<file path="config.mk">
export PLATFORM = sky130hd
export DESIGN_NAME = fb_scan_reader
export DESIGN_NICKNAME = d
export VERILOG_FILES = /design/src/rtl/fb_scan_reader.sv
export SDC_FILE = /design/constraint.sdc
export NUM_CORES = 1
export LEC_CHECK = 0
export CAP_MARGIN = 20
export CORE_MARGIN = 2
export CORE_UTILIZATION = 40
export CTS_CLUSTER_SIZE = 16
export DETAILED_ROUTE_END_ITERATION = 6
export MAX_ROUTING_LAYER = met4
export PLACE_DENSITY = 0.84
export SYNTH_ARGS = -nofsm -noshare
export SYNTH_HDL_FRONTEND = slang
export SYNTH_SLANG_ARGS = --single-unit
</file>
<file path="constraint.sdc">
create_clock -name PLB_clk -period 2.6 [get_ports PLB_clk]
set_input_delay 0.52 -clock PLB_clk [delete_from_list [all_inputs] [get_ports PLB_clk]]
set_output_delay 0.52 -clock PLB_clk [all_outputs]
set_load 0.05 [all_outputs]
</file>
<file path="src/rtl/fb_scan_reader.sv">
// Raster-order framebuffer scanner: one PLB single-beat read per pixel, each
// result pushed into the display FIFO as {line, col, color, pad}.
module fb_scan_reader #(
    parameter logic [10:0] FB_BASE_ADDR = 11'b1001_0000_000,
    parameter int          FIFO_LEN     = 96,
    parameter int          LINE_LEN     = 9,
    parameter int          COL_LEN      = 10,
    parameter int          NUM_LINES    = 480,
    parameter int          NUM_COLS     = 640,
    parameter int          C_MST_AWIDTH = 32,
    parameter int          C_MST_DWIDTH = 32
) (
    input  logic                        PLB_clk,
    input  logic                        reset_n,
    input  logic                        start,
    output logic                        busy,
    output logic                        frame_done,
    output logic [7:0]                  err_count,
    output logic [0:FIFO_LEN-1]         fifo_data,
    output logic                        fifo_wr_en,
    input  logic                        fifo_full,
    output logic                        IP2Bus_MstRd_Req,
    output logic                        IP2Bus_MstWr_Req,
    output logic [C_MST_AWIDTH-1:0]     IP2Bus_Mst_Addr,
    output logic [C_MST_DWIDTH/8-1:0]   IP2Bus_Mst_BE,
    output logic                        IP2Bus_Mst_Lock,
    output logic                        IP2Bus_Mst_Reset,
    output logic [C_MST_DWIDTH-1:0]     IP2Bus_MstWr_d,
    input  logic                        Bus2IP_Mst_CmdAck,
    input  logic                        Bus2IP_Mst_Cmplt,
    input  logic                        Bus2IP_Mst_Error,
    input  logic                        Bus2IP_Mst_Rearbitrate,
    input  logic                        Bus2IP_Mst_Cmd_Timeout,
    input  logic [C_MST_DWIDTH-1:0]     Bus2IP_MstRd_d,
    input  logic                        Bus2IP_MstRd_src_rdy_n,
    input  logic                        Bus2IP_MstWr_dst_rdy_n
);

    typedef enum logic [1:0] {S_IDLE, S_REQ, S_DATA, S_PUSH} state_t;

    state_t                    state_q, state_d;
    logic [LINE_LEN-1:0]       line_q, line_d;
    logic [COL_LEN-1:0]        col_q, col_d;
    logic [C_MST_DWIDTH-1:0]   color_q, color_d;
    logic                      got_data_q, got_data_d;
    logic                      rd_req_q, rd_req_d;
    logic                      fifo_wr_en_q, fifo_wr_en_d;
    logic [0:FIFO_LEN-1]       fifo_data_q, fifo_data_d;
    logic                      busy_q, busy_d;
    logic                      frame_done_q, frame_done_d;
    logic [7:0]                err_count_q, err_count_d;
    logic                      beat_s;
    logic                      last_col_s;
    logic                      last_pix_s;
    logic                      unused_inputs_s;

    function automatic logic [7:0] sat_inc8(input logic [7:0] v);
        if (v == 8'hFF) begin
            return 8'hFF;
        end else begin
            return v + 8'd1;
        end
    endfunction

    assign beat_s     = ~Bus2IP_MstRd_src_rdy_n;
    assign last_col_s = (col_q == COL_LEN'(NUM_COLS - 1));
    assign last_pix_s = last_col_s && (line_q == LINE_LEN'(NUM_LINES - 1));

    // Next-state and registered-output computation for the scan FSM
    always_comb begin
        state_d      = state_q;
        line_d       = line_q;
        col_d        = col_q;
        color_d      = color_q;
        got_data_d   = got_data_q;
        rd_req_d     = rd_req_q;
        fifo_wr_en_d = 1'b0;
        fifo_data_d  = fifo_data_q;
        busy_d       = busy_q;
        frame_done_d = 1'b0;
        err_count_d  = err_count_q;
        case (state_q)
            S_IDLE: begin
                if (start) begin
                    line_d   = '0;
                    col_d    = '0;
                    busy_d   = 1'b1;
                    rd_req_d = 1'b1;
                    state_d  = S_REQ;
                end else begin
                    state_d = S_IDLE;
                end
            end
            S_REQ: begin
                // A rearbitrate drops the request for one cycle; the low cycle re-raises it.
                if (rd_req_q) begin
                    if (Bus2IP_Mst_CmdAck) begin
                        rd_req_d   = 1'b0;
                        got_data_d = 1'b0;
                        state_d    = S_DATA;
                    end else if (Bus2IP_Mst_Rearbitrate) begin
                        rd_req_d = 1'b0;
                    end else begin
                        rd_req_d = 1'b1;
                    end
                end else begin
                    rd_req_d = 1'b1;
                end
            end
            S_DATA: begin
                if (beat_s) begin
                    color_d    = Bus2IP_MstRd_d;
                    got_data_d = 1'b1;
                end else begin
                    got_data_d = got_data_q;
                end
                if (Bus2IP_Mst_Cmplt) begin
                    state_d = S_PUSH;
                    if (Bus2IP_Mst_Error || Bus2IP_Mst_Cmd_Timeout || !(got_data_q || beat_s)) begin
                        color_d     = '0;
                        err_count_d = sat_inc8(err_count_q);
                    end else begin
                        err_count_d = err_count_q;
                    end
                end else begin
                    state_d = S_DATA;
                end
            end
            S_PUSH: begin
                if (!fifo_full) begin
                    fifo_wr_en_d = 1'b1;
                    fifo_data_d  = {16'(line_q), 16'(col_q), color_q, {(FIFO_LEN - 64){1'b0}}};
                    if (last_pix_s) begin
                        line_d       = '0;
                        col_d        = '0;
                        busy_d       = 1'b0;
                        frame_done_d = 1'b1;
                        state_d      = S_IDLE;
                    end else begin
                        if (last_col_s) begin
                            col_d  = '0;
                            line_d = line_q + LINE_LEN'(1);
                        end else begin
                            col_d = col_q + COL_LEN'(1);
                        end
                        rd_req_d = 1'b1;
                        state_d  = S_REQ;
                    end
                end else begin
                    state_d = S_PUSH;
                end
            end
            default: begin
                state_d  = S_IDLE;
                rd_req_d = 1'b0;
                busy_d   = 1'b0;
            end
        endcase
    end

    // State and output registers with synchronous active-low reset
    always_ff @(posedge PLB_clk) begin
        if (!reset_n) begin
            state_q      <= S_IDLE;
            line_q       <= '0;
            col_q        <= '0;
            color_q      <= '0;
            got_data_q   <= 1'b0;
            rd_req_q     <= 1'b0;
            fifo_wr_en_q <= 1'b0;
            fifo_data_q  <= '0;
            busy_q       <= 1'b0;
            frame_done_q <= 1'b0;
            err_count_q  <= 8'h00;
        end else begin
            state_q      <= state_d;
            line_q       <= line_d;
            col_q        <= col_d;
            color_q      <= color_d;
            got_data_q   <= got_data_d;
            rd_req_q     <= rd_req_d;
            fifo_wr_en_q <= fifo_wr_en_d;
            fifo_data_q  <= fifo_data_d;
            busy_q       <= busy_d;
            frame_done_q <= frame_done_d;
            err_count_q  <= err_count_d;
        end
    end

    assign busy             = busy_q;
    assign frame_done       = frame_done_q;
    assign err_count        = err_count_q;
    assign fifo_data        = fifo_data_q;
    assign fifo_wr_en       = fifo_wr_en_q;
    assign IP2Bus_MstRd_Req = rd_req_q;
    assign IP2Bus_Mst_Addr  = {FB_BASE_ADDR, line_q, col_q, 2'b00};
    assign IP2Bus_MstWr_Req = 1'b0;
    assign IP2Bus_Mst_BE    = {(C_MST_DWIDTH / 8){1'b1}};
    assign IP2Bus_Mst_Lock  = 1'b0;
    assign IP2Bus_Mst_Reset = 1'b0;
    assign IP2Bus_MstWr_d   = {C_MST_DWIDTH{1'b0}};
    assign unused_inputs_s  = Bus2IP_MstWr_dst_rdy_n;

endmodule

</file>
==> qor.yml, run 1 <==
synth-edff-count: 0
fillers: 1193
fp.dieH_um: 118
yosysSeqAreaShare_pct: 44.9
stdcell_count: 965
postSynthCellCount: 655
switching_share_pct: 25.6
grt_setup_unrepaired: "false"
synthFlopType: "dfxtp_1"
fin_skew_ns: 0.00951
antenna_found_initial: 0
status: "finished, final reports clean"
max_stage_delay_ns: 0.86
crit_end: "IP2Bus_Mst_Addr[18]"
rr_worst_depth: 5
postCtsSetupBuffers: 0
clk_path_buf_depth: 2
synthArstFlopShare_pct: 0
placed_cells: 934
required_ns: 2.08
crit_slowest_cell: "clkdlybuf4s50_1"
cp_cell_sequence: "clkdlybuf4s50_1"
synth_xor_area_share_pct: 1.85
setup_viol: 0
synth-simple-area-share_pct: 21.3
num-nets-final: 827
fin_tns_setup_ns: 0
ant_nets: 0
drt_first_pass_iters: 5
fin_hold_ws_ns: 0.450
cp_max_fo: 8
initial_utilization_pct: 41.2
drive_gt1_share_pct: 7.82
power.density_nw_per_um2: 690
die-width_um: 118
cts_buffers: 17
crit_start: "line_q[6]"
ctsResizeCount: 0
fp.coreArea_um2: 12700
cts_hold_buf: 0
hp-class: "reg -> reg"
netlist_area_um2: 5220
critPathTopFamily: "buffers and inverters"
final_cell_area_um2: 6960
intPower_mw: 3.57
dr_total_vias: 4534
p_leak_nw: 2.56
yosysMostFrequentCell: "nand2_1"
synth_top_family_by_area: "simple AND/OR/NAND/NOR gates"
grt_pass1_wl_um: 19900
dr.first_iter.drc_count: 244
tightest_slew_ns: 0.593
start_kind: "register"
ys_warn_count: 0
ios: 222
antenna_cells: 0
vias_per_cell: 4.70
grt_max_degree: 60
grt_remaining_overflow: 0
clock_sinks: 117
cts_root_buf: "clkbuf_16"
grt_pass1_vias: 4141
slew_viol_final: 0
worstSetupPathType: "reg -> out"
rr_startpoint: "col_q[9]"
num_rows: 41
avgRoutedWirePerCell_um: 13.1
ys_top_cells_by_count: "nand2_1, dfxtp_1, buf_4"
post-route-drc-count: 0
synth_fa_ha_area_share_pct: 0.719
regToRegEndpoint: "line_q[5]"
synthMuxAreaShare_pct: 0.192
synth_compound_area_share_pct: 14.0
dieArea_um2: 14000
clk_pin_slew_ns: 0.06
finalHoldViolations: 0
synth_seq_cells: 117
power.share.clock_pct: 51.2
avgSynthCellArea_um2: 7.97
synth_top_area_cell: "dfxtp_1"
dp_hpwl_um: 8540
p_sw_mw: 1.23
seqPwrFrac_pct: 38.0
total_power_mw: 4.80
maxCapViolations: 0
slew_headroom_pct: 60.5
clk_latency_ns: 0.41
postPlaceCellArea_um2: 6340
synth_area_leaders: "dfxtp_1, buf_4, nand2_1"
p_comb_share_pct: 10.8
ir_worst_vdd_uv: 350
globalplace.congestion: 0.896
portBuffers: 123
ys_types: 56
cts_tree: "built"
fmax_mhz: 441
end_kind: "output pin"
cp_num_cells: 1
track_usage_pct: 18.2
arrival_ns: 1.75
fin_crit_sh_pct: 87.2
synth_top_area_share_pct: 44.9
r2r_slack_ns: 0.44
finalCriticalPeriod_ns: 2.27
htree_levels: 4
path_buf_inv: 1
routed_wl_um: 12600
area_delta_synth_final_pct: 33.4
-- worst min path at each step --
stage                             start            end  slack (ns)  depth (start not counted)
after CTS                 fifo_data[62]  fifo_data[62]        0.45                          2
after floorplan             color_q[31]  fifo_data[32]        0.43                          2
final                     fifo_data[62]  fifo_data[62]        0.45                          2
after global placement      color_q[22]  fifo_data[41]        0.44                          2
after detailed placement    color_q[18]  fifo_data[45]        0.44                          2
after global routing         color_q[1]  fifo_data[62]        0.46                          2
-- power by group through the flow --
| stage | Combinational, mW | Clock, mW | Sequential, mW |
|---|---|---|---|
| after global routing | 0.541 | 2.57 | 1.82 |
| final | 0.518 | 2.46 | 1.82 |
| after CTS | 0.515 | 2.50 | 1.82 |
| after floorplan | 0.499 | 0 | 1.88 |
| after detailed placement | 0.514 | 0 | 1.86 |
| after global placement | 0.512 | 0 | 1.86 |
-- per-layer routing --
| layer | track usage (%) | up-vias | routed length, µm |
|---|---|---|---|
| met3 | 5.60 | 19 | 934 |
| met2 | 29.7 | 212 | 6180 |
| li1 | - | 2227 | - |
| met1 | 20.9 | 2076 | 5240 |
| met5 | - | - | 0 |
| met4 | 7.45 | 0 | 240 |
-- logic make-up (layout without fill, tap and decap cells) --
family / Yosys count / in the layout
AOI/OAI and AO/OA: 129 / 129
xor gates and xnor gates: 11 / 11
adders and majority gates: 3 / 3
buffers and inverters: 137 / 180
DFF: 117 / 117
muxes: 1 / 1
other: 2 / 97
and+or+nand+nor: 255 / 255
-- cell usage in the layout, fill, tap and decap left out, drive strengths merged, types with 3 or more instances in the layout --
cell type,instances
or4,3
nand2,182
dfxtp,117
nor4,4
clkdlybuf4s50,123
and2,3
bufinv,4
nor3,3
nor2b,4
clkinv,5
nand4,10
ha,3
buf,21
inv,5
conb,97
xor2,8
clkbuf,21
nand3,10
nor2,20
o21ai,12
and3,3
a21oi,96
nand2b,4
xnor2,3
-- area by class of cell --
type | instances | area, µm² | area share (%)
clock buffers | 21 | 470 | 6.76
inverters | 5 | 18.8 | 0.270
repair buffers | 144 | 1400 | 20.1
clock inverters | 10 | 153 | 2.19
well taps | 172 | 215 | 3.09
flip-flops and latches | 117 | 2340 | 33.7
multi-input cells | 496 | 2360 | 33.9
-- sequential cells by signal (all words and copies together) (netlist names) --
name,flops
color_q,32
col_q,10
err_count,8
IP2Bus_MstRd_Req,1
fifo_wr_en,1
frame_done,1
line_q,9
busy,1
state_q,2
fifo_data,51
got_data_q,1
-- stage by stage --
step,utilization (%),worst slack [ns]
floorplan,-,0.253
global placement,50.0,0.118
detailed placement,50.0,0.0988
CTS,54.9,0.334
global route,54.9,0.291
finish,54.9,0.333
-- tightest hold or removal path: cells and delay by family, from the launching register on --
kind	cells	cell delay [ns]
compound gates	1	0.05
simple gates	1	0.05
flops	1	0.30
(Power assumes the default switching activity.)
==> run 2, diff against run 1 <==
--- a/config.mk
+++ b/config.mk
@@ -7,11 +7,11 @@
 export LEC_CHECK = 0
 export CAP_MARGIN = 20
 export CORE_MARGIN = 2
-export CORE_UTILIZATION = 40
+export CORE_UTILIZATION = 36
 export CTS_CLUSTER_SIZE = 16
 export DETAILED_ROUTE_END_ITERATION = 6
 export MAX_ROUTING_LAYER = met4
-export PLACE_DENSITY = 0.84
+export PLACE_DENSITY = 0.78
 export SYNTH_ARGS = -nofsm -noshare
 export SYNTH_HDL_FRONTEND = slang
 export SYNTH_SLANG_ARGS = --single-unit
==> run 2 against run 1 <==
Sequential share of layout area up 0.11 points. Cell area is 0.32% lower. Die area up 11%. Wire length fell by 0.48%. Worst setup slack worse by 0.10 ns. Clock skew fell by 0.0042 ns. Critical endpoint is now IP2Bus_Mst_Addr[17]. Largest cell class unchanged. Highest routed layer unchanged.
==> qor.yml, run 2 (synthesis results as in run 1) <==
maxCapViolations: 0  # unchanged
layout_commonest_cell: "nand2_1"
final_cell_area_um2: 6940  # -0.32%
status: "finished, final reports clean"
avgRoutedWirePerCell_um: 13.0  # -0.69%
grt-busiest-layer: "met2"
crit_slowest_cell: "clkdlybuf4s50_1"
dp_slack_ns: 0.0832  # -0.0155 ns
cts_buffers: 17  # unchanged
grt_util_met2_pct: 26.7  # -3.0 points
grt_remaining_overflow: 0  # unchanged
routed_wl_um: 12500  # -0.48%
slew_viol_final: 0  # unchanged
fp.coreArea_um2: 14000  # +11%
fp.dieH_um: 124  # +5.2%
grt_use_met1_pct: 19.1  # -1.8 points
cts_hold_buf: 0  # unchanged
ctsResizeCount: 0  # unchanged
area_delta_synth_final_pct: 33.0
fillers: 1361  # +14%
grt_setup_unrepaired: "false"
max_stage_delay_ns: 0.88  # +0.02 ns
portBuffers: 123  # unchanged
clock_sinks: 117  # unchanged
final_cell_mix: "nand2_1, clkdlybuf4s50_1, dfxtp_1"
antenna_found_initial: 0  # unchanged
seq_area_um2: 2340  # unchanged
fin_crit_sh_pct: 91.2  # +4.0 points
stdcell_count: 967  # +0.21%
grtUsageMet3_pct: 5.28  # -0.31 points
grt_max_degree: 60  # unchanged
rr_startpoint: "col_q[9]"
end_kind: "output pin"
grt_pass1_wl_um: 20100  # +1.1%
cp_cell_sequence: "clkdlybuf4s50_1"
power.density_nw_per_um2: 698  # +1.2%
setup_viol: 0  # unchanged
ios: 222  # unchanged
fmax_mhz: 422  # -4.4%
hp-class: "reg -> reg"
cts_tree: "built"
grt_pass1_vias: 4034  # -2.6%
cts_root_buf: "clkbuf_16"
r2r_slack_ns: 0.32  # -0.12 ns
initial_utilization_pct: 37.2  # -4.0 points
drive_gt1_share_pct: 7.24  # -0.58 points
postPlaceCellArea_um2: 6290  # -0.67%
finalCriticalPeriod_ns: 2.37  # +0.104 ns
clk_pin_slew_ns: 0.06  # about the same
critPathTopFamily: "buffers and inverters"
layout_setup_ws_ns: 0.229  # -0.104 ns
min_path_cells: 2  # unchanged
dr.first_iter.drc_count: 217  # -11%
post-route-drc-count: 0  # unchanged
clk_path_buf_depth: 2  # unchanged
tightest_slew_ns: 0.621  # +0.0279 ns
num-nets-final: 820  # -0.85%
final_core_util_pct: 49.4  # -5.5 points
dr_total_vias: 4440  # -2.1%
antenna_cells: 0  # unchanged
arrival_ns: 1.85  # +0.10 ns
worstSetupPathType: "reg -> out"
htree_levels: 4  # unchanged
dieArea_um2: 15500  # +11%
rr_worst_depth: 5  # unchanged
vias_per_cell: 4.59  # -2.3%
drt_first_pass_iters: 4  # -1
cp_max_fo: 9  # +1
track_usage_pct: 16.3  # -1.9 points
num_rows: 43  # +4.9%
dp_hpwl_um: 8270  # -3.1%
hold_path_end: "fifo_data[40]"
cp_num_cells: 1  # unchanged
slew_headroom_pct: 58.6  # -1.9 points
postCtsSetupBuffers: 0  # unchanged
hp-start: "color_q[23]"
fin_tns_setup_ns: 0  # unchanged
multi_input_comb_area_um2: 2360  # unchanged
ant_nets: 0  # unchanged
path_buf_inv: 1  # unchanged
die-width_um: 124  # +5.2%
finalHoldViolations: 0  # unchanged
placed_cells: 935  # +0.11%
regToRegEndpoint: "IP2Bus_MstRd_Req"
ir_worst_vdd_uv: 427  # +22%
required_ns: 2.08  # about the same
fin_skew_ns: 0.00530  # -0.00421 ns
p_leak_nw: 2.52  # -1.8%
start_kind: "register"
globalplace.congestion: 0.831  # -7.2%
largest_reg_flops: 51  # unchanged
clk_latency_ns: 0.41  # about the same
[run 2: per-layer routing]
metal | vias to the layer above | part of all wire, %
met4 | 0 | 1.4
met1 | 2057 | 44
met2 | 149 | 49
li1 | 2217 | -
met3 | 17 | 5.8
met5 | - | 0
[run 2: cell type report]
type,count,share of cell area [%]
clock buffers,20,6.73
clock inverters,12,2.54
inverters,5,0.271
multi-input cells,496,34.0
flip-flops and latches,117,33.8
well taps,180,3.25
repair buffers,137,19.4
[run 2: worst max path at each step]
stage / from / endpoint / slack [ns]
6_report: line_q[5] / IP2Bus_Mst_Addr[17] / 0.23
4_1_cts: line_q[5] / IP2Bus_Mst_Addr[17] / 0.21
3_5_place_dp: fifo_full / line_q[3] / 0.08
2_1_floorplan: col_q[0] / line_q[5] / 0.25
5_1_grt: line_q[5] / IP2Bus_Mst_Addr[17] / 0.19
3_3_place_gp: fifo_full / col_q[4] / 0.12
[run 2: power by group]
group / total [mW] / internal, mW / leakage [nW] / switching [mW]
registers: 1.82 / 1.81 / 0.943 / 0.0157
logic: 0.512 / 0.0959 / 1.27 / 0.416
clock network: 2.50 / 1.68 / 0.300 / 0.829
[run 2: per-stage QoR]
step / power [mW] / hold slack, ns
after detailed placement: 2.37 / 0.445
after floorplan: 2.38 / 0.432
after global placement: 2.37 / 0.437
final: 4.84 / 0.446
after CTS: 4.89 / 0.452
after global routing: 5.01 / 0.465
